`src/rtl/gsram_fifo_pkg.sv`:
```
// Shared constants and types for the dual-port-SRAM-backed FIFO controller.
// Consumed by gsram_fifo_ctrl (optional stats via GSRAM_FIFO_STATS_EN) and gsram_fifo_skid.
package gsram_fifo_pkg;

    localparam int unsigned DEF_ABITS = 10;
    localparam int unsigned DEF_DBITS = 16;
    localparam int unsigned OB_DEPTH  = 2;

    // Output-buffer occupancy: 0, 1 or 2 entries.
    typedef logic [1:0] ob_cnt_t;

endpackage

```
`src/rtl/gsram_fifo_skid.sv`:
```
// Two-entry output skid buffer for the SRAM FIFO; absorbs read data already in flight.
module gsram_fifo_skid
    import gsram_fifo_pkg::*;
#(
    parameter int unsigned DBITS = DEF_DBITS
) (
    input  logic             CLK,
    input  logic             RST,
    input  logic             push,
    input  logic             pop,
    input  logic [DBITS-1:0] din,
    output logic [DBITS-1:0] dout,
    output ob_cnt_t          count
);

    logic [DBITS-1:0] mem [OB_DEPTH];
    logic             head;
    logic             wr_idx;

    // At count 2 the write lands in the head slot, which is only legal alongside a pop.
    assign wr_idx = head ^ count[0];
    assign dout   = mem[head];

    always_ff @(posedge CLK) begin
        if (RST) begin
            head   <= 1'b0;
            count  <= '0;
            mem[0] <= '0;
            mem[1] <= '0;
        end else begin
            if (push) begin
                mem[wr_idx] <= din;
            end
            if (pop) begin
                head <= ~head;
            end
            case ({push, pop})
                2'b10:   count <= count + 2'd1;
                2'b01:   count <= count - 2'd1;
                default: count <= count;
            endcase
        end
    end

endmodule

```
`src/rtl/gsram_fifo_ctrl.sv`:
```
// FIFO controller driving a dual-port SRAM (port 0 write, port 1 read, 1-cycle read latency).
// Define GSRAM_FIFO_STATS_EN to add the level / hwm occupancy outputs.
module gsram_fifo_ctrl
    import gsram_fifo_pkg::*;
#(
    parameter int unsigned ABITS = DEF_ABITS,
    parameter int unsigned DBITS = DEF_DBITS
) (
    input  logic             CLK,
    input  logic             RST,
    input  logic             in_valid,
    output logic             in_ready,
    input  logic [DBITS-1:0] in_data,
    output logic             out_valid,
    input  logic             out_ready,
    output logic [DBITS-1:0] out_data,
    output logic [ABITS-1:0] A0,
    output logic [DBITS-1:0] D0,
    output logic             WE0,
    output logic             CE0,
    output logic [ABITS-1:0] A1,
    output logic [DBITS-1:0] D1,
    output logic             WE1,
    output logic             CE1,
    input  logic [DBITS-1:0] Q1
`ifdef GSRAM_FIFO_STATS_EN
    ,
    output logic [ABITS+1:0] level,
    output logic [ABITS+1:0] hwm
`endif
);

    localparam logic [ABITS:0] CNT_FULL = {1'b1, {ABITS{1'b0}}};

    logic [ABITS-1:0] wp;
    logic [ABITS-1:0] rp;
    logic [ABITS:0]   cnt;
    logic             inflight;
    ob_cnt_t          ob_count;

    logic             push_c;
    logic             pop_c;
    logic             rd_c;
    logic [2:0]       occ_c;

    // cnt only counts words still in SRAM, so a push is never read back in its own cycle.
    assign in_ready = !RST && (cnt < CNT_FULL);
    assign push_c   = in_valid && in_ready;
    assign pop_c    = out_valid && out_ready;

    // Issue a read only if the skid buffer can still hold it when it returns next cycle.
    assign occ_c = 3'(ob_count) + 3'(inflight);
    assign rd_c  = !RST && (cnt != '0) && (occ_c < (3'd2 + 3'(pop_c)));

    assign CE0 = push_c;
    assign WE0 = push_c;
    assign A0  = RST ? '0 : wp;
    assign D0  = in_data;

    assign CE1 = rd_c;
    assign WE1 = 1'b0;
    assign A1  = RST ? '0 : rp;
    assign D1  = '0;

    always_ff @(posedge CLK) begin
        if (RST) begin
            wp       <= '0;
            rp       <= '0;
            cnt      <= '0;
            inflight <= 1'b0;
        end else begin
            if (push_c) begin
                wp <= wp + ABITS'(1);
            end
            if (rd_c) begin
                rp <= rp + ABITS'(1);
            end
            inflight <= rd_c;
            case ({push_c, rd_c})
                2'b10:   cnt <= cnt + (ABITS+1)'(1);
                2'b01:   cnt <= cnt - (ABITS+1)'(1);
                default: cnt <= cnt;
            endcase
        end
    end

    gsram_fifo_skid #(
        .DBITS (DBITS)
    ) u_skid (
        .CLK   (CLK),
        .RST   (RST),
        .push  (inflight),
        .pop   (pop_c),
        .din   (Q1),
        .dout  (out_data),
        .count (ob_count)
    );

    assign out_valid = (ob_count != '0);

`ifdef GSRAM_FIFO_STATS_EN
    // Total words held anywhere: SRAM, read pipeline and skid buffer.
    assign level = (ABITS+2)'(cnt) + (ABITS+2)'(ob_count) + (ABITS+2)'(inflight);

    always_ff @(posedge CLK) begin
        if (RST) begin
            hwm <= '0;
        end else if (level > hwm) begin
            hwm <= level;
        end
    end
`endif

endmodule
```
`config.mk`:
```
export PLATFORM = sky130hd
export DESIGN_NAME = gsram_fifo_ctrl
export DESIGN_NICKNAME = d
export VERILOG_FILES = /design/src/rtl/gsram_fifo_pkg.sv /design/src/rtl/gsram_fifo_skid.sv /design/src/rtl/gsram_fifo_ctrl.sv
export SDC_FILE = /design/constraint.sdc
export NUM_CORES = 1
export LEC_CHECK = 0
export CAP_MARGIN = 25
export CORE_ASPECT_RATIO = 1.75
export CORE_UTILIZATION = 40
export DETAILED_ROUTE_END_ITERATION = 16
export PLACE_DENSITY = 0.69
export SYNTH_ARGS = -nofsm -noshare
export SYNTH_HDL_FRONTEND = slang
export SYNTH_HIERARCHICAL = 1
export SYNTH_SLANG_ARGS = --single-unit
```
`constraint.sdc`:
```
create_clock -name CLK -period 8.7 [get_ports CLK]
set_clock_uncertainty 0.1 [all_clocks]
set_input_delay 0.87 -clock CLK [delete_from_list [all_inputs] [get_ports CLK]]
set_output_delay 0.87 -clock CLK [all_outputs]
set_load 0.02 [all_outputs]
```
==> results of run 1 <==
## routing by layer
metal  global-route usage [%]  vias up  share of wire, %
li1                         -     1336                 -
met4                    11.10        0               3.0
met5                        0        -                 0
met1                    17.87     1266                42
met3                    3.243       18               4.3
met2                    28.40       75                50
## how the worst max path moves through the flow
stage	start	end	slack, ns
after floorplan	out_ready	cnt[10]	5.09
after global placement	out_ready	cnt[10]	4.31
after detailed placement	out_ready	cnt[10]	4.23
after CTS	out_ready	cnt[10]	4.52
after global routing	out_ready	cnt[10]	4.26
final	out_ready	cnt[10]	4.52
## cells in the final DEF, fill, tap and decap left out, types with 4 or more instances in the layout
master	synthesis	layout
nor2_1	73	73
clkdlybuf4s50_1	0	59
conb_1	1	17
nor2b_1	22	22
a21o_1	11	11
a21oi_1	7	7
dfxtp_1	36	36
nand4_1	10	10
clkbuf_1	7	4
inv_1	8	8
nand2_1	26	26
clkbuf_16	0	9
ha_1	15	15
nand3_1	6	6
xnor2_1	6	6
edfxtp_1	32	32
mux2i_1	5	5
and3_1	7	7
xor2_1	19	19
mux2_2	17	17
## stage by stage
step / area (µm²) / util (%) / setup slack, ns / hold WS, ns / cells
final: 4508 / 49.89 / 4.523 / 0.4033 / 551
after global routing: 4508 / 49.89 / 4.258 / 0.4296 / 551
after CTS: 4508 / 49.89 / 4.525 / 0.4080 / 551
after detailed placement: 4230 / 46.82 / 4.234 / 0.3996 / 535
after global placement: 4223 / 46.73 / 4.306 / 0.3945 / 534
after floorplan: 3787 / - / 5.087 / 0.3715 / 401
## cell families after synthesis
kind of cell | Yosys count | share of synthesized area, %
flops | 68 | 45.12
compound gates | 37 | 7.116
fa+ha+maj | 16 | 5.572
other cells | 1 | 0.1006
mux | 23 | 6.781
buf+inv | 58 | 9.634
xor+xnor | 26 | 6.311
simple gates | 156 | 19.37
## registers in the layout (all words and copies together) (netlist names), named ones only
register and cells:
u_skid/mem 32, inflight 1, cnt 11, rp 10, u_skid/count 2, u_skid/head 1, wp 10
## worst max-delay path, cell delays in order
cell and delay, ns:
clkdlybuf4s50_1 0.47, o21ai_1 0.08, o21ai_1 0.15, and3_1 0.48
ha_1 0.55, inv_1 0.14, fa_1 0.39, and2b_1 0.24
o21ai_2 0.07, o21ai_2 0.24, a221oi_2 0.09, mux2i_1 0.16
mux2_1 0.33
## cell type report
| cell class | count | area, µm² |
|---|---|---|
| repair buffers | 63 | 618.1 |
| clock buffers | 13 | 240.2 |
| fillers | 866 | 4528 |
| flip-flops and latches | 68 | 1682 |
| well taps | 120 | 150.1 |
| multi-input cells | 275 | 1747 |
| clock inverters | 3 | 37.54 |
| inverters | 9 | 33.78 |
## power groups by stage
stage / registers [mW] / logic, mW / clock network [mW]
finish: 0.480 / 0.668 / 0.344
global route: 0.490 / 0.739 / 0.366
CTS: 0.480 / 0.672 / 0.354
detailed placement: 0.486 / 0.666 / 0
global placement: 0.482 / 0.650 / 0
floorplan: 0.462 / 0.518 / 0
==> metrics.txt, run 1 <==
status completed; H-Tree Depth 3; pwr/cell area 331.0 nW/µm²; initial DRC count 124; static leakage 1.889 nW; average wire per standard cell 13.62 µm; Final min period between 4 and 5 ns; die height 129.7 µm; Combinational Power Share 44.8%; Min-Delay Endpoint cnt[8]; WP data required approximately 9 ns; clock tree buffer depth 2; final setup fails 0; startpoint types input port; leading area contributor after synthesis edfxtp_1; starting density of the core 41.25%; Psw 0.5609 mW; setup slack, reg-to-reg 4.74 ns; Synth Cell Area 3727 µm²; peak supply drop 0.1958 mV; crit share post-route 48.02%; # DRC 0; worst endpoint data arrival time 4.30 ns; Die W approximately 75 µm; number of synthesized flops with an enable pin 32; Cells after Synth 385; die footprint about 10000 µm²; CP Max Fanout 12; synth top area cells edfxtp_1 26%, dfxtp_1 19%, nor2_1 7.4%; Rows 46; gr usage total 16.54%; ANT nets after route 0; Seq cells post-synth 68; Max Transition Viols Final 0; Crit Path Class input port to register; Reg power frac 32.2%; Top Ports 110; CTS tree built; Clock Sinks 68; Max Cap Viol 0; most used flip-flop cell after synthesis dfxtp_1; worst reg2reg path depth 13; critical hold path startpoint cnt[8]; total power 1.492 mW; Vias roughly 2700; DRT Wirelength 7503 µm; layout cells sized above 1 a little under a tenth; RR Startpoint u_skid/count[0]; largest net degree at the start of global routing between 50 and 60; Synth top area share 25.78%; initial antenna violation count 0; Tightest Hold Check Type register to register; clock latency on the worst-skew pair between 0.3 and 0.4 ns; crit end category register; Slew headroom a little under half; first-pass GRT wire length about 12000 µm; Int Power 0.9314 mW; final setup TNS 0 ns; ys async rst share 0%; ant diodes 0; Area growth syn-to-layout 20.95%; Core ar. ~9000 µm²; most instantiated library cell after synthesis nor2_1; switching part of the total 37.59%; worst-margin pin slew 0.8232 ns; drt first pass iters 4; Layout Nets about 480; Clock Tree Root clkbuf_16; r2r endpoint cnt[10]; Post-CTS Setup Bufs 0; Yosys warnings 6; gp weighted congestion roughly 0.83; post-detail-place hpwl 5131 µm; DR vias/cell 4.891; Port Buf Inserts 60; syn avg cell area about 9.7 µm²; GRT overflow 0; RSZ-0062 raised after global routing false; CTS Hold Bufs 0; synth cell count leaders 73 x nor2_1, 36 x buf_4, 36 x dfxtp_1; post_cts resized 0; Distinct cells, synth 46; number of global-route vias before repair 2680; clock buffer count from CTS 9; Clk pwr share 23.1%; Final Hold Fails 0; proportion of synthesized chip area in sequential cells about 45%; CTS clk-pin slew, worst paths approximately 0.050 ns; FMAX 0.2394 GHz; worst hold path depth 2
Power figures use the tool's default switching activity.
==> run 2: changes to the inputs <==
==> constraint.sdc (replaced) <==
create_clock -name CLK -period 4 [get_ports CLK]
set_clock_uncertainty 0.1 [all_clocks]
set_input_delay 0.4 -clock CLK [delete_from_list [all_inputs] [get_ports CLK]]
set_output_delay 0.4 -clock CLK [all_outputs]
set_load 0.02 [all_outputs]
==> metrics.txt, run 2 (synthesis results as in run 1) <==
initial antenna violation count 0 (unchanged); gr usage total 16.35% (-0.19 points); Layout Nets 481 (+0.63%); post_cts resized 0 (unchanged); Largest register FFs 32 (unchanged); average wire per standard cell 13.43 µm (-1.4%); final setup fails 0 (unchanged); Crit Path Class register to register; Final min period between 3 and 4 ns; Clock Tree Root clkbuf_16; ant diodes 0 (unchanged); die footprint 9724 µm² (unchanged); worst endpoint data arrival time 3.54 ns (-0.76 ns); total power 3.279 mW (+120%); CP max stage delay 0.43 ns (-0.12 ns); largest net degree at the start of global routing 43 (-27%); footprint of the multi-input gates 1747 µm² (unchanged); leading cell type in the layout, fill and taps excluded nor2_1; Slew headroom 48.63% (+3.6 points); pwr/cell area 721.5 nW/µm² (+120%); Rows 46 (unchanged); # DRC 0 (unchanged); clock buffer count from CTS 9 (unchanged); Core ar. 9036 µm² (unchanged); Vias 2711 (+0.59%); clock latency on the worst-skew pair 0.33 ns (about the same); first-pass GRT wire length 11980 µm (+0.40%); Filler cells 858 (-0.92%); Die W 74.97 µm (unchanged); CTS clk-pin slew, worst paths 0.06 ns (about the same); worst-margin pin slew 0.7699 ns (-0.05334 ns); Post-CTS Setup Bufs 0 (unchanged); DRT Wirelength 7441 µm (-0.83%); WP data required 4.11 ns (-4.71 ns); WHS 0.3740 ns (-0.02935 ns); initial DRC count 87 (-30%); static leakage 1.908 nW (+1.0%); RSZ-0062 raised after global routing false; FMAX 0.2916 GHz; Top Ports 110 (unchanged); final std cells w/o fill 554 (+0.54%); crit share post-route between 80% and 90%; DR vias/cell 4.894 (about the same); post-detail-place hpwl 5340 µm (+4.1%); final core occ 50.29% (+0.40 points); placed insts 538 (+0.56%); Clock Sinks 68 (unchanged); number of global-route vias before repair 2673 (-0.26%); Largest regs u_skid/mem x32, cnt x11; layout cells sized above 1 10.60% (+1.6 points); GRT overflow 0 (unchanged); Max Cap Viol 0 (unchanged); sequence of cells on the critical path ha_1 -> ha_1 -> o21ai_1 -> and3_1 -> ha_1 -> ha_1 -> a21o_1 -> a21oi_2 -> o21ai_2 -> a221oi_2 -> mux2i_1 -> mux2_1; gp weighted congestion 0.8285 (-0.17%); register area 1682 µm² (unchanged); status completed; Tightest Hold Check Type input port to register; peak supply drop 0.3888 mV (+98%); Port Buf Inserts 60 (unchanged); commonest non-fill, non-tap cells in the layout 73 x nor2_1, 59 x clkdlybuf4s50_1, 36 x dfxtp_1, 32 x edfxtp_1, 26 x nand2_1; die height 129.7 µm (unchanged); Area growth syn-to-layout 21.92%; setup slack, reg-to-reg 0.57 ns (-4.17 ns); final setup TNS 0 ns (unchanged); Final Hold Fails 0 (unchanged); starting density of the core 41.25% (unchanged); CTS Hold Bufs 0 (unchanged); H-Tree Depth 3 (unchanged); ANT nets after route 0 (unchanged); clock tree buffer depth 2 (unchanged); crit end category register; startpoint types register; Max Transition Viols Final 0 (unchanged); CTS tree built; Critical Path Most Common Cell ha_1; Reg with most FFs u_skid/mem; drt first pass iters 4 (unchanged); CP Max Fanout 11 (-1); Worst path slowest cell ha_1
-- run 2: where the power goes --
part / internal (mW) / switching, mW / total [mW]
clock network: 0.479 / 0.291 / 0.770
logic: 0.642 / 0.836 / 1.48
registers: 0.920 / 0.111 / 1.03
-- run 2: path summary, 6_finish.rpt --
check / from / to / depth (start not counted)
hold reg to reg: cnt[8] / cnt[8] / 2
hold / removal: RST / cnt[0] / 3
setup / recovery: inflight / cnt[10] / 12
setup reg to reg: inflight / cnt[10] / 12
-- run 2: final cells by class --
type / instances / area share (%)
multi-input cells: 275 / 38.44
flip-flops and latches: 68 / 37.00
repair buffers: 66 / 14.10
clock buffers: 9 / 4.956
well taps: 120 / 3.304
clock inverters: 7 / 1.459
inverters: 9 / 0.7434
-- run 2: routing by layer --
layer  GRT usage [%]  up-vias  wire length, µm
met5               0        -                0
met4           9.656        0              230
met3           4.324       18              444
met2           27.77       76             3730
met1           17.82     1273             3036
li1                -     1344                -
-- run 2: worst max-delay path, delay by kind of cell, from the launching register on --
| kind | cells | cell delay [ns] |
|---|---|---|
| flip-flops | 1 | 0.34 |
| multiplexers | 2 | 0.57 |
| AO/OA/AOI/OAI | 5 | 0.83 |
| adder cells (fa/ha/maj) | 4 | 1.28 |
| AND/OR/NAND/NOR | 1 | 0.19 |
-- run 2: stage by stage --
stage / cell area, µm² / worst slack [ns]
global placement: 4245 / 0.5094
floorplan: 3787 / 0.4915
global route: 4544 / 0.3325
finish: 4544 / 0.5712
detailed placement: 4253 / 0.3833
CTS: 4544 / 0.5653
